--- config.mk ---
export PLATFORM = sky130hd
export DESIGN_NAME = mc_controller
export DESIGN_NICKNAME = d
export VERILOG_FILES = /design/src/rtl/mc_controller.sv
export SDC_FILE = /design/constraint.sdc
export NUM_CORES = 1
export LEC_CHECK = 0
export ABC_AREA = 0
export BUFFER_PORTS_ARGS = -buffer_cell sky130_fd_sc_hd__buf_2
export CAP_MARGIN = 30
export CELL_PAD_IN_SITES_DETAIL_PLACEMENT = 2
export CELL_PAD_IN_SITES_GLOBAL_PLACEMENT = 2
export CORE_MARGIN = 5
export CORE_UTILIZATION = 30
export CTS_BUF_LIST = sky130_fd_sc_hd__clkbuf_8
export DETAILED_ROUTE_END_ITERATION = 10
export GPL_TIMING_DRIVEN = 0
export PLACE_DENSITY = 0.91
export SYNTH_ARGS = -nofsm -noshare
export SYNTH_HDL_FRONTEND = slang
export SYNTH_SLANG_ARGS = --single-unit
--- constraint.sdc ---
create_clock -name clk -period 2.6 [get_ports clk]
set_input_delay 0.39 -clock clk [delete_from_list [all_inputs] [get_ports clk]]
set_output_delay 0.39 -clock clk [all_outputs]
set_load 0.02 [all_outputs]
--- src/rtl/mc_controller.sv ---
// Multicycle MIPS control FSM with memory ready handshake and wait timeout.
// Optional performance counters are enabled by defining MC_CTRL_PERFCNT_EN.
module mc_controller #(
  parameter int unsigned WAIT_LIMIT = 15
) (
  input  logic       clk,
  input  logic       reset,
  input  logic [5:0] op,
  input  logic       zero,
  input  logic       mem_ready,
  output logic       mem_req,
  output logic       memwrite,
  output logic       iord,
  output logic       irwrite,
  output logic       regwrite,
  output logic       regdst,
  output logic       memtoreg,
  output logic       alusrca,
  output logic [1:0] alusrcb,
  output logic [1:0] pcsrc,
  output logic       pcen,
  output logic       zeroextend,
  output logic [3:0] aluop,
  output logic       illegal_op,
  output logic       mem_timeout,
  output logic [3:0] state_o
`ifdef MC_CTRL_PERFCNT_EN
  ,
  output logic [31:0] instr_count,
  output logic [31:0] stall_count
`endif
);

  localparam int unsigned WAIT_W = 8;
  localparam logic [WAIT_W-1:0] WAIT_LAST = WAIT_W'(WAIT_LIMIT - 1);

  typedef enum logic [3:0] {
    S_FETCH   = 4'd0,
    S_DECODE  = 4'd1,
    S_MEMADR  = 4'd2,
    S_MEMRD   = 4'd3,
    S_MEMWB   = 4'd4,
    S_MEMWR   = 4'd5,
    S_RTYPEEX = 4'd6,
    S_RTYPEWB = 4'd7,
    S_BEQEX   = 4'd8,
    S_IEX     = 4'd9,
    S_IWB     = 4'd10,
    S_JEX     = 4'd11
  } state_t;

  state_t            state_q, state_d;
  logic [WAIT_W-1:0] wait_q, wait_d;
  logic              abort_q, abort_d;
  logic              pcwrite, branch, waiting;

  function automatic logic [3:0] imm_aluop(input logic [5:0] opc);
    case (opc)
      6'd10:   return 4'b0010;
      6'd12:   return 4'b0100;
      6'd13:   return 4'b0101;
      6'd14:   return 4'b0110;
      6'd15:   return 4'b0111;
      default: return 4'b0000;
    endcase
  endfunction

  function automatic logic imm_zext(input logic [5:0] opc);
    return (opc >= 6'd12) && (opc <= 6'd15);
  endfunction

  always_ff @(posedge clk) begin
    if (reset) begin
      state_q <= S_FETCH;
      wait_q  <= '0;
      abort_q <= 1'b0;
    end else begin
      state_q <= state_d;
      wait_q  <= wait_d;
      abort_q <= abort_d;
    end
  end

  always_comb begin
    state_d     = state_q;
    wait_d      = wait_q;
    abort_d     = 1'b0;
    mem_req     = 1'b0;
    memwrite    = 1'b0;
    iord        = 1'b0;
    irwrite     = 1'b0;
    regwrite    = 1'b0;
    regdst      = 1'b0;
    memtoreg    = 1'b0;
    alusrca     = 1'b0;
    alusrcb     = 2'b00;
    pcsrc       = 2'b00;
    zeroextend  = 1'b0;
    aluop       = 4'b0000;
    illegal_op  = 1'b0;
    mem_timeout = 1'b0;
    pcwrite     = 1'b0;
    branch      = 1'b0;
    waiting     = 1'b0;

    case (state_q)
      S_FETCH: begin
        alusrcb = 2'b01;
        // After a timeout, FETCH idles one cycle with mem_req low so memory can cancel
        if (!abort_q) begin
          mem_req = 1'b1;
          if (mem_ready) begin
            irwrite = 1'b1;
            pcwrite = 1'b1;
            state_d = S_DECODE;
          end else begin
            waiting = 1'b1;
          end
        end
      end
      S_DECODE: begin
        alusrcb = 2'b11;
        case (op)
          6'd0:         state_d = S_RTYPEEX;
          6'd2:         state_d = S_JEX;
          6'd4:         state_d = S_BEQEX;
          6'd35, 6'd43: state_d = S_MEMADR;
          6'd8, 6'd9, 6'd10, 6'd12, 6'd13, 6'd14, 6'd15: state_d = S_IEX;
          default: begin
            state_d    = S_FETCH;
            illegal_op = 1'b1;
          end
        endcase
      end
      S_MEMADR: begin
        alusrca = 1'b1;
        alusrcb = 2'b10;
        state_d = (op == 6'd35) ? S_MEMRD : S_MEMWR;
      end
      S_MEMRD: begin
        mem_req = 1'b1;
        iord    = 1'b1;
        if (mem_ready) state_d = S_MEMWB;
        else           waiting = 1'b1;
      end
      S_MEMWB: begin
        regwrite = 1'b1;
        memtoreg = 1'b1;
        state_d  = S_FETCH;
      end
      S_MEMWR: begin
        mem_req  = 1'b1;
        iord     = 1'b1;
        memwrite = mem_ready;
        if (mem_ready) state_d = S_FETCH;
        else           waiting = 1'b1;
      end
      S_RTYPEEX: begin
        alusrca = 1'b1;
        aluop   = 4'b1111;
        state_d = S_RTYPEWB;
      end
      S_RTYPEWB: begin
        regwrite = 1'b1;
        regdst   = 1'b1;
        state_d  = S_FETCH;
      end
      S_BEQEX: begin
        alusrca = 1'b1;
        aluop   = 4'b0001;
        pcsrc   = 2'b01;
        branch  = 1'b1;
        state_d = S_FETCH;
      end
      S_IEX: begin
        alusrca    = 1'b1;
        alusrcb    = 2'b10;
        aluop      = imm_aluop(op);
        zeroextend = imm_zext(op);
        state_d    = S_IWB;
      end
      S_IWB: begin
        regwrite   = 1'b1;
        aluop      = imm_aluop(op);
        zeroextend = imm_zext(op);
        state_d    = S_FETCH;
      end
      S_JEX: begin
        pcsrc   = 2'b10;
        pcwrite = 1'b1;
        state_d = S_FETCH;
      end
      default: state_d = S_FETCH;
    endcase

    // A stalled access that reaches the limit aborts; a same-cycle completion never gets here
    if (waiting) begin
      if (wait_q == WAIT_LAST) begin
        mem_timeout = 1'b1;
        abort_d     = 1'b1;
        state_d     = S_FETCH;
      end else begin
        wait_d = wait_q + 1'b1;
      end
    end
    if ((state_d != state_q) || mem_timeout) wait_d = '0;

    pcen    = pcwrite | (branch & zero);
    state_o = state_q;

    if (reset) begin
      mem_req     = 1'b0;
      memwrite    = 1'b0;
      iord        = 1'b0;
      irwrite     = 1'b0;
      regwrite    = 1'b0;
      regdst      = 1'b0;
      memtoreg    = 1'b0;
      alusrca     = 1'b0;
      alusrcb     = 2'b00;
      pcsrc       = 2'b00;
      pcen        = 1'b0;
      zeroextend  = 1'b0;
      aluop       = 4'b0000;
      illegal_op  = 1'b0;
      mem_timeout = 1'b0;
      state_o     = 4'd0;
    end
  end

`ifdef MC_CTRL_PERFCNT_EN
  logic [31:0] instr_q, instr_d, stall_q, stall_d;

  always_ff @(posedge clk) begin
    if (reset) begin
      instr_q <= '0;
      stall_q <= '0;
    end else begin
      instr_q <= instr_d;
      stall_q <= stall_d;
    end
  end

  // Retirement = a completed final state returning to FETCH
  always_comb begin
    instr_d = instr_q;
    stall_d = stall_q;
    if ((state_d == S_FETCH) && !mem_timeout &&
        (state_q inside {S_MEMWB, S_MEMWR, S_RTYPEWB, S_BEQEX, S_IWB, S_JEX}))
      instr_d = instr_q + 32'd1;
    if (mem_req && !mem_ready) stall_d = stall_q + 32'd1;
  end

  assign instr_count = instr_q;
  assign stall_count = stall_q;
`endif

endmodule

==> impl_metrics.py, run 1 <==
metrics = {
    "power_and_ir_drop": {
        "cellLeakagePower_uw": 0.000702,
        "intPower_uw": 358,
        "clockPowerShare": 0.355,
        "power_frac_comb": 0.259,
        "p_seq_frac": 0.386,
        "switching_share": 0.339,
        "ir_drop_mv": 0.126,
        "switching_power_uw": 183,
        "power.density_mw_per_mm2": 346,
    },
    "floorplanning": {
        "start_util": 0.314,
        "die_area_mm2": 0.00569,
        "core_area_mm2": 0.00409,
        "ios": 34,
        "fp.dieH_um": 75.4,
        "die-width_um": 75.4,
        "rows": 23,
    },
    "sta": {
        "setup_tns_ns": 0,
        "rsz0062_at_grt": "no",
        "finalHoldViolCount": 0,
        "max-slew-margin-rel": 0.611,
        "setup_viol": 0,
        "fin_skew_ns": 0.00537,
        "fmax_mhz": 397,
        "timing.final.ws_setup_ns": 0.0808,
        "fin_crit_ns": 2.52,
        "finalMaxSlewViolations": 0,
        "post-route-period-util": 0.969,
        "tightest_slew_ns": 0.583,
    },
    "setup_path": {
        "crit_family": "simple AND/OR/NAND/NOR gates",
        "reg2reg_slack_ns": 0.28,
        "crit_type": "reg2out",
        "crit_arrival_ns": 2.13,
        "critPathLaunch": "state_q[3]",
        "crit_slowest_cell": "or4b_2",
        "worstPathMaxFanout": 10,
        "slowest_delay_ns": 0.75,
        "path_cells": "clkbuf_1, or4b_2, nor3_2, or2_2, buf_2",
        "start_kind": "flop",
        "required_ns": 2.21,
        "setup.worst_path.end_class": "output pin",
        "worst-path-buf-inv": 2,
        "rr_startpoint": "state_q[0]",
    },
    "finish": {
        "fin_util": 0.382,
        "fin_area_mm2": 0.00156,
        "nets": 218,
        "nFillCells": 503,
        "antenna_cells": 0,
        "layout-drive-gt1-share": 0.288,
        "syn_to_final_growth_pct": 21.6,
    },
    "logic_synthesis": {
        "syn_area_mm2": 0.00128,
        "synth_nets": 182,
        "synthCells": 170,
        "synth-edff-count": 0,
        "ys_seq_elements": 13,
        "synth-seq-area-share": 0.203,
        "synthDistinctLibCells": 52,
        "yosys_warnings": 0,
        "synth_flop_cell": "dfxtp_1",
        "synthArstFlopShare": 0,
        "synth_area_per_cell_um2": 7.55,
    },
    "run": {
        "cap_violations": 0,
    },
    "clocking": {
        "cts_buffers": 3,
        "clock_latency_ns": 0.25,
        "clock-sinks": 13,
        "cts_tree": "yes",
        "hold_buffers": 0,
        "htreeDepth": 1,
        "cts_setup_buffers": 0,
        "clk_path_buf_depth": 2,
        "clockRootBuffer": "clkbuf_8",
        "clk_pin_slew_ns": 0.06,
    },
    "placed_design": {
        "hpwl_mm": 3.49,
        "dpl-instance-area_mm2": 0.00150,
        "place_congestion": 0.804,
        "io_buffer_count": 31,
        "place_ws_ns": 0.276,
    },
    "drt": {
        "ant_nets": 0,
        "routed_wl_mm": 5.08,
        "drcViolationCount": 0,
        "detailroute.via_count": 1427,
        "via_per_inst": 5.60,
        "dr.pass1.iters": 4,
        "wl_per_cell_um": 19.9,
        "first_iter_violations": 78,
    },
    "grt": {
        "grt_pass1_wl_mm": 7.93,
        "antenna_found_initial": 0,
        "grt_usage": 0.183,
        "grt_pass1_vias": 1484,
        "grt_overflow": 0,
        "grt_start_max_net_pins": 11,
    },
    "status": {
        "status": "finished, final reports clean",
    },
    "hold_path": {
        "hold_path_class": "in2reg",
        "hp-start": "op[4]",
    },
}
-- path summary, 6_finish.rpt --
| check | to | cells after the start |
|---|---|---|
| worst min register to register | wait_q[7] | 2 |
| worst max-delay path | pcen | 5 |
| worst max register to register | wait_q[3] | 7 |
| worst min-delay path | state_q[3] | 4 |
-- flip-flops by register name, summed over array words and instances, names as in the netlist --
| signal | flops |
|---|---|
| wait_q | 8 |
| state_q | 4 |
| abort_q | 1 |
-- worst register-to-register path, cell delays in order (launching register included) --
cell and delay, ns:
dfxtp_1 0.38, buf_2 0.23, nor4_1 0.46, o31ai_2 0.18, o22ai_2 0.35, o2bb2ai_1 0.18, o211ai_4 0.32, nor2_1 0.11
-- stage by stage --
| step | cells | hold slack, ns | total power, uW |
|---|---|---|---|
| 2_1_floorplan | 170 | 0.472 | 303 |
| 3_3_place_gp | 251 | 0.494 | 342 |
| 3_5_place_dp | 251 | 0.502 | 347 |
| 4_1_cts | 255 | 0.531 | 535 |
| 5_1_grt | 255 | 0.542 | 555 |
| 6_report | 255 | 0.529 | 541 |
-- cells in the final DEF, fill, tap and decap left out, drive strengths merged, types with 2 or more instances in the layout --
cell / count
and2: 3
nand2: 14
a21oi: 6
a211oi: 5
ha: 2
nor2b: 11
o22ai: 2
and3b: 3
a22oi: 3
or2: 3
and3: 3
nor3: 8
nor2: 21
nand2b: 5
or4b: 2
xor2: 8
nor4: 6
clkbuf: 9
mux2: 2
nor3b: 2
o211ai: 2
buf: 36
nor4b: 2
nand3: 7
inv: 6
nand4: 4
dfxtp: 13
-- power groups by stage --
stage | clock [uW] | sequential, uW | combinational [uW]
detailed placement | 0 | 213 | 134
global route | 194 | 209 | 152
floorplan | 0 | 211 | 92.1
finish | 192 | 209 | 140
global placement | 0 | 212 | 129
CTS | 189 | 208 | 137
-- timing repair --
item	CTS	global route
hold endpoints to repair	0	0
gates resized for setup	2	4
endpoints found under the setup margin	2	2
-- layer usage --
layer / vias to the layer above / GRT usage / wire length (um)
li1: 679 / - / -
met1: 717 / 0.252 / 2420
met2: 24 / 0.311 / 2500
met3: 7 / 0.00792 / 93
met4: 0 / 0.0544 / 68
met5: - / 0 / 0
-- synthesized netlist by cell type, types with 3 or more instances --
library cell	n	area [um2]
nor2_1	21	78.8
nand2_1	14	52.6
dfxtp_1	13	260
nor2b_1	11	68.8
xor2_1	8	70.1
nand3_1	7	35.0
nor3_1	7	35.0
a21oi_1	6	30.0
clkbuf_1	6	22.5
inv_1	5	18.8
nand2b_1	5	31.3
nor4_1	5	31.3
a211oi_1	4	30.0
buf_2	4	20.0
nand4_1	4	25.0
and2_1	3	18.8
and3_1	3	18.8
and3b_1	3	26.3
or2_2	3	18.8
-- logic make-up after synthesis --
| kind of cell | synth area share |
|---|---|
| AOI/OAI and AO/OA | 0.193 |
| xor gates and xnor gates | 0.0614 |
| adders and majority gates | 0.0195 |
| buffers and inverters | 0.0565 |
| DFF | 0.203 |
| muxes | 0.0175 |
| and+or+nand+nor | 0.449 |
-- final cells by class --
| type | instances | area [um2] | area share |
|---|---|---|---|
| buffer | 11 | 56.3 | 0.0361 |
| clock buffer | 3 | 41.3 | 0.0264 |
| clock inverter | 1 | 3.75 | 0.00240 |
| inverter | 5 | 18.8 | 0.0120 |
| multi-input combinational | 141 | 963 | 0.617 |
| sequential | 13 | 260 | 0.167 |
| tap | 50 | 62.6 | 0.0401 |
| timing repair buffer | 31 | 155 | 0.0994 |
Note: power is estimated with default switching activity, not from simulation.
==> run 2: changes to the inputs <==
--- a/config.mk
+++ b/config.mk
@@ -11,11 +11,11 @@
 export CELL_PAD_IN_SITES_DETAIL_PLACEMENT = 2
 export CELL_PAD_IN_SITES_GLOBAL_PLACEMENT = 2
 export CORE_MARGIN = 5
-export CORE_UTILIZATION = 30
+export CORE_UTILIZATION = 27
 export CTS_BUF_LIST = sky130_fd_sc_hd__clkbuf_8
 export DETAILED_ROUTE_END_ITERATION = 10
 export GPL_TIMING_DRIVEN = 0
-export PLACE_DENSITY = 0.91
+export PLACE_DENSITY = 0.87
 export SYNTH_ARGS = -nofsm -noshare
 export SYNTH_HDL_FRONTEND = slang
 export SYNTH_SLANG_ARGS = --single-unit
==> constraint.sdc (replaced) <==
create_clock -name clk -period 2.15 [get_ports clk]
set_input_delay 0.3225 -clock clk [delete_from_list [all_inputs] [get_ports clk]]
set_output_delay 0.3225 -clock clk [all_outputs]
set_load 0.02 [all_outputs]
==> impl_metrics.py, run 2 (synthesis results as in run 1) <==
metrics = {
    "sta": {
        "rsz0062_at_grt": "yes",
        "finalHoldViolCount": 0,
        "fmax_mhz": 458,
        "fin_skew_ns": 0.00392,
        "timing.final.ws_setup_ns": -0.0311,
        "tightest_slew_ns": 0.588,
        "fin_crit_ns": 2.18,
        "setup_tns_ns": -0.0739,
        "finalMaxSlewViolations": 0,
        "post-route-period-util": 1.01,
        "max-slew-margin-rel": 0.608,
        "setup_viol": 5,
    },
    "setup_path": {
        "required_ns": 2.32,
        "start_kind": "flop",
        "setup.worst_path.end_class": "flop",
        "crit_type": "reg2reg",
        "reg2reg_slack_ns": -0.03,
        "worst-r2r-cell-count": 7,
        "r2r_end": "wait_q[1]",
        "rr_startpoint": "state_q[2]",
        "worstPathMaxFanout": 8,
        "crit_arrival_ns": 2.35,
    },
    "floorplanning": {
        "ios": 34,
        "die_area_mm2": 0.00623,
        "rows": 25,
        "die-width_um": 79.0,
        "start_util": 0.275,
        "core_area_mm2": 0.00466,
        "fp.dieH_um": 79.0,
    },
    "finish": {
        "syn_to_final_growth_pct": 37.6,
        "final_cell_mix": "30 x buf_2, 21 x nor2_1, 13 x nand2_1",
        "layout-drive-gt1-share": 0.373,
        "nFillCells": 534,
        "nets": 225,
        "multi_input_area_mm2": 0.00106,
        "final_common_cell": "buf_2",
        "reg.largest.list": "wait_q (8), state_q (4), abort_q (1)",
        "register_area_um2": 268,
        "largest_reg_flops": 8,
        "antenna_cells": 0,
        "largest-register": "wait_q",
        "final_cells": 266,
    },
    "status": {
        "status": "finished, violations left",
        "failed_checks": "negative setup slack",
    },
    "power_and_ir_drop": {
        "ir_drop_mv": 0.207,
        "cellLeakagePower_uw": 0.000771,
        "power.density_mw_per_mm2": 386,
        "power_uw": 682,
    },
    "hold_path": {
        "holdPathStages": 2,
        "hold_path_class": "reg2reg",
        "holdPathEnd": "wait_q[7]",
        "hp-start": "wait_q[7]",
    },
    "grt": {
        "antenna_found_initial": 0,
        "grt_overflow": 0,
        "grt_usage": 0.171,
        "grt_start_max_net_pins": 11,
        "grt_pass1_vias": 1585,
        "grt_pass1_wl_mm": 8.44,
    },
    "clocking": {
        "cts_tree": "yes",
        "clock-sinks": 13,
        "clk_path_buf_depth": 2,
        "htreeDepth": 1,
        "clk_pin_slew_ns": 0.06,
        "clockRootBuffer": "clkbuf_8",
        "cts_buffers": 3,
        "clock_latency_ns": 0.25,
    },
    "drt": {
        "via_per_inst": 5.57,
        "drcViolationCount": 0,
        "ant_nets": 0,
        "wl_per_cell_um": 20.7,
        "routed_wl_mm": 5.51,
        "dr.pass1.iters": 4,
        "detailroute.via_count": 1482,
        "first_iter_violations": 68,
    },
    "placed_design": {
        "place_congestion": 0.764,
        "hpwl_mm": 3.40,
        "place_inst": 255,
        "place_ws_ns": -0.111,
        "io_buffer_count": 31,
    },
    "run": {
        "cap_violations": 0,
    },
}
-- run 2: cell types whose count changed in the layout (fill, tap and decap cells not counted), moves of 2 or more --
cell      previous run  this run
buf_6                1         3
clkbuf_2             2         0
buf_4                0         9
clkbuf_4             0         2
buf_8                0         2
nand2b_4             0         2
nand2b_1             5         3
dfxtp_1             13         9
buf_2               35        30
dfxtp_2              0         3
-- run 2: per-stage QoR --
stage,instance area [um2],utilization,hold WS (ns)
after floorplan,1290,-,0.472
after global placement,1510,0.324,0.496
after detailed placement,1510,0.324,0.519
after CTS,1670,0.358,0.534
after global routing,1770,0.379,0.586
final,1770,0.379,0.526
-- run 2: layout make-up --
| cell class | count | area share |
|---|---|---|
| buffer | 11 | 0.0482 |
| clock buffer | 3 | 0.0234 |
| clock inverter | 1 | 0.00212 |
| inverter | 5 | 0.0106 |
| multi-input combinational | 141 | 0.600 |
| sequential | 13 | 0.152 |
| tap | 54 | 0.0382 |
| timing repair buffer | 38 | 0.126 |
-- run 2: layer usage --
| layer | routed length, um | track usage | share of wire |
|---|---|---|---|
| met5 | 0 | 0 | 0 |
| met4 | 89 | 0.0258 | 0.016 |
| met3 | 184 | 0.0181 | 0.033 |
| met2 | 2800 | 0.316 | 0.51 |
| met1 | 2440 | 0.217 | 0.44 |
-- run 2: report_power, final --
part | internal (uW) | switching (uW)
Sequential | 245 | 7.26
Combinational | 76.0 | 122
Clock | 127 | 105
-- run 2: critical path: stages (launching register included) --
cell	delay, ns
dfxtp_4	0.36
buf_6	0.12
or4b_4	0.52
nor3_4	0.27
a221oi_2	0.12
xor2_1	0.30
o211ai_4	0.19
a211oi_2	0.22
-- run 2: worst max path at each step --
stage	start	endpoint	cells after the start
final	state_q[2]	wait_q[1]	7
after global routing	state_q[2]	wait_q[1]	7
after CTS	state_q[2]	pcen	6
after detailed placement	state_q[1]	wait_q[0]	7
after global placement	state_q[1]	wait_q[3]	7
after floorplan	state_q[2]	pcen	5
-- run 2: timing repair --
action | 4_1_cts | 5_1_grt
endpoints found under the setup margin | 22 | 17
pin swaps | 8 | 7
hold buffers | 0 | 0
gates resized for setup | 24 | 20
buffers inserted | 4 | 3
==> run 3: changes to the inputs <==
--- a/config.mk
+++ b/config.mk
@@ -11,11 +11,11 @@
 export CELL_PAD_IN_SITES_DETAIL_PLACEMENT = 2
 export CELL_PAD_IN_SITES_GLOBAL_PLACEMENT = 2
 export CORE_MARGIN = 5
-export CORE_UTILIZATION = 27
+export CORE_UTILIZATION = 30
 export CTS_BUF_LIST = sky130_fd_sc_hd__clkbuf_8
 export DETAILED_ROUTE_END_ITERATION = 10
 export GPL_TIMING_DRIVEN = 0
-export PLACE_DENSITY = 0.87
+export PLACE_DENSITY = 0.91
 export SYNTH_ARGS = -nofsm -noshare
 export SYNTH_HDL_FRONTEND = slang
 export SYNTH_SLANG_ARGS = --single-unit
==> constraint.sdc (replaced) <==
create_clock -name clk -period 2.1 [get_ports clk]
set_input_delay 0.315 -clock clk [delete_from_list [all_inputs] [get_ports clk]]
set_output_delay 0.315 -clock clk [all_outputs]
set_load 0.02 [all_outputs]
==> impl_metrics.py, run 3 (synthesis results as in run 1) <==
metrics = {
    "finish": {
        "layout-drive-gt1-share": 0.373,
        "syn_to_final_growth_pct": 36.9,
        "antenna_cells": 0,
        "final_cell_mix": "30 x buf_2, 19 x nor2_1, 14 x nand2_1",
        "final_common_cell": "buf_2",
        "largest-register": "wait_q",
        "reg.largest.list": "wait_q (8), state_q (4), abort_q (1)",
        "nets": 222,
        "largest_reg_flops": 8,
        "fin_area_mm2": 0.00176,
    },
    "drt": {
        "routed_wl_mm": 5.46,
        "wl_per_cell_um": 21.1,
        "first_iter_violations": 101,
        "drcViolationCount": 0,
        "dr.pass1.iters": 4,
        "detailroute.via_count": 1480,
        "ant_nets": 0,
        "via_per_inst": 5.71,
    },
    "sta": {
        "finalMaxSlewViolations": 0,
        "tightest_slew_ns": 0.634,
        "hold_slack_ns": 0.521,
        "max-slew-margin-rel": 0.578,
        "timing.final.ws_setup_ns": -0.0494,
        "fin_skew_ns": 0.00170,
        "fin_crit_ns": 2.15,
        "setup_viol": 11,
        "rsz0062_at_grt": "yes",
        "fmax_mhz": 465,
        "finalHoldViolCount": 0,
        "post-route-period-util": 1.02,
    },
    "status": {
        "failed_checks": "negative setup slack",
        "status": "finished, violations left",
    },
    "floorplanning": {
        "die_area_mm2": 0.00569,
        "die-width_um": 75.4,
        "fp.dieH_um": 75.4,
        "ios": 34,
        "rows": 23,
        "core_area_mm2": 0.00409,
        "start_util": 0.314,
    },
    "setup_path": {
        "crit_type": "reg2out",
        "crit_path_end": "pcen",
        "start_kind": "flop",
        "rr_startpoint": "state_q[1]",
        "reg2reg_slack_ns": -0.05,
        "crit_arrival_ns": 1.83,
        "r2r_end": "wait_q[3]",
        "critPathLaunch": "state_q[2]",
        "setup.worst_path.end_class": "output pin",
        "worstPathMaxFanout": 10,
        "worst-r2r-cell-count": 7,
        "required_ns": 1.78,
    },
    "clocking": {
        "clockRootBuffer": "clkbuf_8",
        "clock_latency_ns": 0.24,
        "clock-sinks": 13,
        "cts_buffers": 3,
        "cts_tree": "yes",
        "htreeDepth": 1,
        "clk_pin_slew_ns": 0.05,
        "hold_buffers": 0,
        "clk_path_buf_depth": 2,
    },
    "placed_design": {
        "io_buffer_count": 31,
        "place_congestion": 0.758,
        "hpwl_mm": 3.57,
        "dpl-instance-area_mm2": 0.00151,
    },
    "power_and_ir_drop": {
        "p_seq_frac": 0.374,
        "power.density_mw_per_mm2": 389,
        "intPower_uw": 460,
        "power_frac_comb": 0.304,
        "ir_drop_mv": 0.338,
        "clockPowerShare": 0.321,
        "cellLeakagePower_uw": 0.000762,
        "switching_share": 0.326,
        "switching_power_uw": 223,
    },
    "grt": {
        "antenna_found_initial": 0,
        "grt_overflow": 0,
        "grt_usage": 0.183,
        "grt_start_max_net_pins": 11,
        "grt_pass1_vias": 1624,
        "grt_pass1_wl_mm": 8.08,
    },
    "run": {
        "cap_violations": 0,
    },
    "hold_path": {
        "hold_path_class": "reg2reg",
    },
}
run 3: cell count changes in the layout (fill, tap and decap cells not counted), moves of 2 or more:
cell,previous run,this run
nor2_1,21,19
dfxtp_2,3,1
nor2_2,0,2
buf_4,9,6
run 3: how the worst min path moves through the flow:
stage	from	to	slack (ns)	cells past startpoint
2_1_floorplan	wait_q[3]	wait_q[3]	0.47	2
3_3_place_gp	wait_q[3]	wait_q[3]	0.49	2
3_5_place_dp	wait_q[3]	wait_q[3]	0.50	2
4_1_cts	wait_q[3]	wait_q[3]	0.51	2
5_1_grt	wait_q[7]	wait_q[7]	0.55	2
6_report	wait_q[7]	wait_q[7]	0.52	2
run 3: critical path: stages, from the launching register on:
cell and delay, ns:
dfxtp_4 0.37, buf_8 0.15, buf_6 0.14, or4b_4 0.53, nor3_4 0.14, or2_2 0.13
buf_4 0.13
run 3: area by class of cell:
class / count / area [um2]
clock buffers: 3 / 41.3
fillers: 483 / 2330
plain buffers: 11 / 75.1
well taps: 50 / 62.6
flip-flops and latches: 13 / 269
repair buffers: 35 / 209
clock inverters: 1 / 3.75
multi-input cells: 141 / 1080
inverters: 5 / 18.8
run 3: routing by layer:
metal	vias up	GRT usage	wire length (um)
met5	-	0	0
met1	745	0.232	2470
met2	34	0.338	2760
met4	0	0.0233	79
li1	692	-	-
met3	9	0.0251	153
run 3: repair_timing:
item,CTS,global route
setup buffers,1,3
resized for setup,19,19
endpoints found under the setup margin,24,12
pin swaps,5,9
run 3: power by group through the flow:
stage | combinational, uW | clock (uW) | sequential (uW)
global placement | 163 | 0 | 263
finish | 208 | 219 | 256
detailed placement | 173 | 0 | 263
floorplan | 117 | 0 | 261
CTS | 181 | 219 | 258
global route | 222 | 239 | 256
run 3: per-stage QoR:
step,worst slack (ns),std cells,util,power [uW],setup TNS [ns]
floorplan,0.0307,170,-,378,0
global placement,-0.0828,251,0.370,426,-0.633
detailed placement,-0.184,251,0.370,435,-1.63
CTS,-0.00736,256,0.397,658,-0.00736
global route,-0.111,259,0.430,717,-1.24
finish,-0.0494,259,0.430,683,-0.381
